<file path="config.mk">
export PLATFORM = sky130hd
export DESIGN_NAME = microsequencer
export DESIGN_NICKNAME = d
export VERILOG_FILES = /design/src/rtl/microsequencer.sv
export SDC_FILE = /design/constraint.sdc
export NUM_CORES = 1
export LEC_CHECK = 0
export CORE_ASPECT_RATIO = 1.1
export CORE_UTILIZATION = 55
export DETAILED_ROUTE_END_ITERATION = 16
export HOLD_SLACK_MARGIN = 0.06
export PLACE_DENSITY = 0.95
export SETUP_SLACK_MARGIN = 0.02
export SYNTH_ARGS = -nofsm -noshare
export SYNTH_HDL_FRONTEND = slang
export SYNTH_SLANG_ARGS = --single-unit
export TNS_END_PERCENT = 10
</file>
<file path="constraint.sdc">
create_clock -name clk -period 5.2 [get_ports clk]
set_clock_uncertainty 0.05 [all_clocks]
set_input_delay 1.3 -clock clk [delete_from_list [all_inputs] [get_ports clk]]
set_output_delay 1.3 -clock clk [all_outputs]
set_load 0.01 [all_outputs]
</file>
<file path="src/rtl/microsequencer.sv">
// microsequencer: microstore next-address controller with call/return stack and mfc wait timeout
module microsequencer #(
  parameter int ADDR_W = 7,
  parameter int STACK_DEPTH = 2,
  parameter int TIMEOUT = 16,
  parameter logic [ADDR_W-1:0] FAULT_ADDR = 7'h5C
) (
  input  logic              clk,
  input  logic              reset,
  input  logic              stall,
  input  logic [2:0]        ns,
  input  logic [1:0]        cond_sel,
  input  logic              inv,
  input  logic [ADDR_W-1:0] cr_addr,
  input  logic [ADDR_W-1:0] dec_addr,
  input  logic [3:0]        cond_in,
  input  logic              mfc,
  output logic [ADDR_W-1:0] index,
  output logic              fault,
  output logic              waiting
);
  localparam int SPW = $clog2(STACK_DEPTH + 1);
  logic [ADDR_W-1:0] stack [STACK_DEPTH];
  logic [SPW-1:0]    sp;
  logic [7:0]        wcnt;
  logic [ADDR_W-1:0] inc, top, nxt;
  logic              c, full, empty, wait_to, push, pop, flt;
  assign inc     = index + ADDR_W'(1);
  assign c       = cond_in[cond_sel] ^ inv;
  assign full    = sp == SPW'(STACK_DEPTH);
  assign empty   = sp == '0;
  assign wait_to = wcnt == 8'(TIMEOUT - 1);
  assign push    = ns == 3'b101 && !full;
  assign pop     = ns == 3'b110 && !empty;
  assign waiting = ns == 3'b100 && !mfc && !reset;
  always_comb begin
    top = '0;
    for (int i = 0; i < STACK_DEPTH; i++)
      if (int'(sp) == i + 1) top = stack[i];
  end
  always_comb begin
    nxt = inc;
    flt = 1'b0;
    case (ns)
      3'b000: nxt = dec_addr;
      3'b001: nxt = inc;
      3'b010: nxt = cr_addr;
      3'b011: nxt = c ? cr_addr : inc;
      3'b100: begin
        nxt = mfc ? inc : wait_to ? FAULT_ADDR : index;
        flt = !mfc && wait_to;
      end
      3'b101: begin
        nxt = full ? FAULT_ADDR : cr_addr;
        flt = full;
      end
      3'b110: begin
        nxt = empty ? FAULT_ADDR : top;
        flt = empty;
      end
      default: nxt = '0;
    endcase
  end
  always_ff @(posedge clk) begin
    if (reset) begin
      index <= '0;
      sp    <= '0;
      wcnt  <= '0;
      fault <= 1'b0;
      for (int i = 0; i < STACK_DEPTH; i++) stack[i] <= '0;
    end else if (stall) begin
      fault <= 1'b0;
    end else begin
      index <= nxt;
      fault <= flt;
      wcnt  <= (ns == 3'b100 && !mfc && !wait_to) ? wcnt + 8'd1 : 8'd0;
      sp    <= ns == 3'b111 ? '0 : push ? sp + SPW'(1) : pop ? sp - SPW'(1) : sp;
      for (int i = 0; i < STACK_DEPTH; i++)
        if (push && int'(sp) == i) stack[i] <= inc;
    end
  end
endmodule
</file>
# After elaboration in Yosys (flattened, before gate mapping)
# Memory sizes are Yosys's and may differ from the RTL's.
# Cells that the tools add are included.
# totals
mem_count	1
output_inout_bits	9
mem_bits_rw	14
reg_bits	18
rom_bits	0
latch_bits	0
# op_classes
eq_ne	12
magnitude_cmp	1
mul	0
addsub	4
div_mod_pow	0
shift	0
n_reduce_logical	20
n_bitwise	4
muxes	27
# memory_table
memory	depth	width	rd	rd_ports_with_merged_regs	wr	line_no	text
stack	2	7	2	0	2	23	logic [ADDR_W-1:0] stack [STACK_DEPTH];
# op_table
operator	count
$mux 7	9
$pmux 7 s7	1
$eq 3x3->1 const B	4
$mux 1	11
$add 8x1->8 const B	1
$eq 8x4->1 const B	1
$logic_and 1x1->1	8
$mux 8	1
$add 7x1->7 const B	1
$eq 2x2->1 const B	3
$eq 3x2->1 const B	2
$mux 2	3
$logic_not 1->1	5
$logic_not 2->1	2
$reduce_and 2->1	2
$eq 3x1->1 const B	1
$logic_not 3->1	1
$lt 2x3->1 const B	1
$ne 3x3->1 const B	1
$pmux 1 s3	1
$reduce_bool 3->1	1
$add 2x1->2 const B	1
$bmux 1 s2	1
$or 1x1->1	2
other kinds (4)	4

# Longest topological paths before layout
# logic_depth
word_depth	9
mapped_depth	8
ltp_nobuf	6

# Worst setup path before layout
# No wires, ideal clock.
# synth_timing
kind	input to output
from	input port ns[0]
to	output port waiting
stages	2
slack_ns	1.833
required_time_ns	3.850
n_path_buf	0
t_arrival_ns	2.017
path_cell_list	or4b_4 -> nor2_1
# synth_via
elab_chain_len	3
# synth_lines
item	line_no	text
start: declaration	11	input logic [2:0] ns,
$eq 3x3->1	35	assign waiting = ns == 3'b100 && !mfc && !reset;
$logic_and 1x1->1 (2 in a row)	35	
end: declaration	20	output logic waiting
# Every way passes these cells.

# Final worst setup path
# Same ends and word-level chain as after synthesis.

==> impl_results.md <==
* # diodes at 0
* Worst Path Required at 3850 ps
* Post-route core utilization at 71.7%
* Share of cells above drive strength 1 at 6.37%
* Post-synth EDFFs at 14
* Routed WL at 4.66 mm
* DR iter-0 viols at 138
* H-tree depth at 2
* Global route overflow at 0
* Vias in the first global route at 1665
* Hold buffers post-CTS at 0
* Row count at 22
* I/O Buffers at 36
* Critical path's top delay family: buffers and inverters
* Root Buffer: clkbuf_4
* VDD IR max at 0.000192 V
* # DRC at 0
* Leak Pwr at 0.000830 µW
* Dominant synthesized flop cell: dfxtp_1
* Most frequent CP cell: clkdlybuf4s50_1
* Slew @ Worst Pin at 497 ps
* Fin crit share at 82.4%
* WL/cell at 15.6 µm
* Startpoint Class: primary input
* Hold Path Class: reg -> reg
* Layout Cells excl Fill at 299
* Latest clock arrival within the worst-skew pair at 340 ps
* Pre-Repair DR Iteration Count at 5
* CP Data Arrival Time at 2940 ps
* Reg clk slew, reported paths at 110 ps
* Clock tree buffer depth at 2
* Post-route ant nets at 0
* GPL Wtd Cong at 0.932
* Overall die width at 58.8 µm
* First-pass GRT wire length at 7.51 mm
* Starting Density at 58.2%
* Worst setup path class: in -> out
* Via/cell ratio at 5.94
* Final TNS setup at 0 ps
* Relative slew margins at 66.0%
* Max FO, Critical Path at 3
* Seq/Total Area, Yosys at 40.0%
* Vias at 1776
* DP HPWL at 3.45 mm
* RSZ-0062 raised after global routing: no
* Layout net count at 280
* TritonCTS buffer count at 5
* Post-CTS Repair Setup Buffers at 0
* Fin. max-slew vios at 0
* Max Cap Viol at 0
* Post-CTS sizing at 0
* Fmax at 233 MHz
* Commonest cells after routing, fill and taps aside: clkdlybuf4s50_1, nor2_1, dfxtp_1
* Status: complete, no violations
* Synth Register Bits at 32
* Core area at 3360 µm²
* Tmin final at 4290 ps
* Final Hold Viols at 0
* Synth-to-Final Area Change at 23.3%
* Initial antenna violation count at 0
* Synth warn at 0
* Power per Cell Area at 236 nW/µm²
* Net Count, Synth at 247
* CP Capture Type: output port
* Total track usage at 26.4%
* Largest net degree at the start of global routing at 23
* I/O Pins at 37
* Final setup vio count at 0
* Synth Cell Area at 1950 µm²
* CP Buf/Inv Count at 2
* CTS tree: built
* Crit path cell chain: clkdlybuf4s50_1 > or4b_4 > nor2_1 > clkdlybuf4s50_1
* Async SR Flop Fraction at 0%
* Distinct cells, synth at 48
* Die footprint at 3790 µm²
* Syn avg cell area at 9.00 µm²
* Commonest non-fill, non-tap cell in the layout: clkdlybuf4s50_1
* Clk sinks at 32
* Placed Cells at 291
* CP peak stage delay at 570 ps
* CP max-delay cell: or4b_4
* Hold WS at 449 ps
* Mapped Cells at 217
* Die H at 64.5 µm
-- registers in the layout, indices dropped and copies added (netlist names) --
register,flops
sp,2
stack,14
fault,1
index,7
wcnt,8
-- path summary, 6_finish.rpt --
check	startpoint	endpoint	slack, ps	depth (start not counted)
hold reg to reg	wcnt[1]$_SDFFE_PP0N_	wcnt[1]$_SDFFE_PP0N_	450	2
setup / recovery	ns[0]	waiting	910	4
hold / removal	wcnt[1]$_SDFFE_PP0N_	wcnt[1]$_SDFFE_PP0N_	450	2
setup reg to reg	sp[1]$_SDFFE_PP0P_	index[0]$_SDFFE_PP0P_	3230	4
-- final cells by class --
| cell class | instances | area, µm² |
|---|---|---|
| inverters | 12 | 45.0 |
| clock inverters | 2 | 35.0 |
| fillers | 268 | 951 |
| well taps | 48 | 60.1 |
| clock buffers | 6 | 41.3 |
| repair buffers | 39 | 383 |
| flip-flops and latches | 32 | 781 |
| multi-input cells | 160 | 1060 |
-- cell usage after synthesis (3+ instances only) --
library cell | n | area [µm²]
o21ai_0 | 14 | 70.1
nand2b_1 | 9 | 56.3
a31oi_1 | 3 | 18.8
nand2_1 | 6 | 22.5
a21oi_1 | 7 | 35.0
edfxtp_1 | 14 | 420
nand3_1 | 5 | 25.0
and3_1 | 4 | 25.0
inv_1 | 12 | 45.0
dfxtp_1 | 18 | 360
clkbuf_1 | 10 | 37.5
a221oi_1 | 4 | 35.0
o221ai_1 | 4 | 35.0
nor2_1 | 24 | 90.1
a21o_1 | 4 | 30.0
nor2b_1 | 11 | 68.8
xor2_1 | 4 | 35.0
nor3b_1 | 4 | 30.0
mux2_2 | 3 | 33.8
o22ai_1 | 6 | 37.5
nand3b_1 | 5 | 37.5
xnor2_1 | 9 | 78.8
nor3_1 | 4 | 20.0
-- per-layer routing --
layer	vias up	part of all wire, %	track usage (%)
met5	-	0	0
li1	862	-	-
met3	12	8.3	6.99
met4	0	2.1	10.1
met1	818	43	34.3
met2	84	47	41.6
-- worst min-delay path, delay by kind of cell (launching register included) --
kind | cells | cell delay (ps)
flip-flops | 1 | 340
AND/OR/NAND/NOR | 1 | 70
AO/OA/AOI/OAI | 1 | 60
-- report_power, final --
part | leakage [µW] | switching (µW) | internal, µW
logic | 0.000496 | 49.5 | 51.6
clock network | 0.0000422 | 87.3 | 101
registers | 0.000291 | 7.32 | 271
-- metrics by stage --
| step | total power (µW) | worst slack [ps] | area [µm²] |
|---|---|---|---|
| finish | 568 | 915 | 2410 |
| global route | 589 | 845 | 2410 |
| CTS | 567 | 903 | 2410 |
| detailed placement | 383 | 913 | 2330 |
| global placement | 382 | 941 | 2330 |
| floorplan | 339 | 1830 | 1950 |
-- kinds of logic after synthesis --
kind of cell	count (synthesis)	share of synthesized area [%]
adders and majority gates	2	1.28
AOI/OAI and AO/OA	60	21.6
and+or+nand+nor	81	22.8
buffers and inverters	25	5.64
DFF	32	40.0
xor gates and xnor gates	13	5.83
muxes	4	2.88
Power figures use the tool's default switching activity.
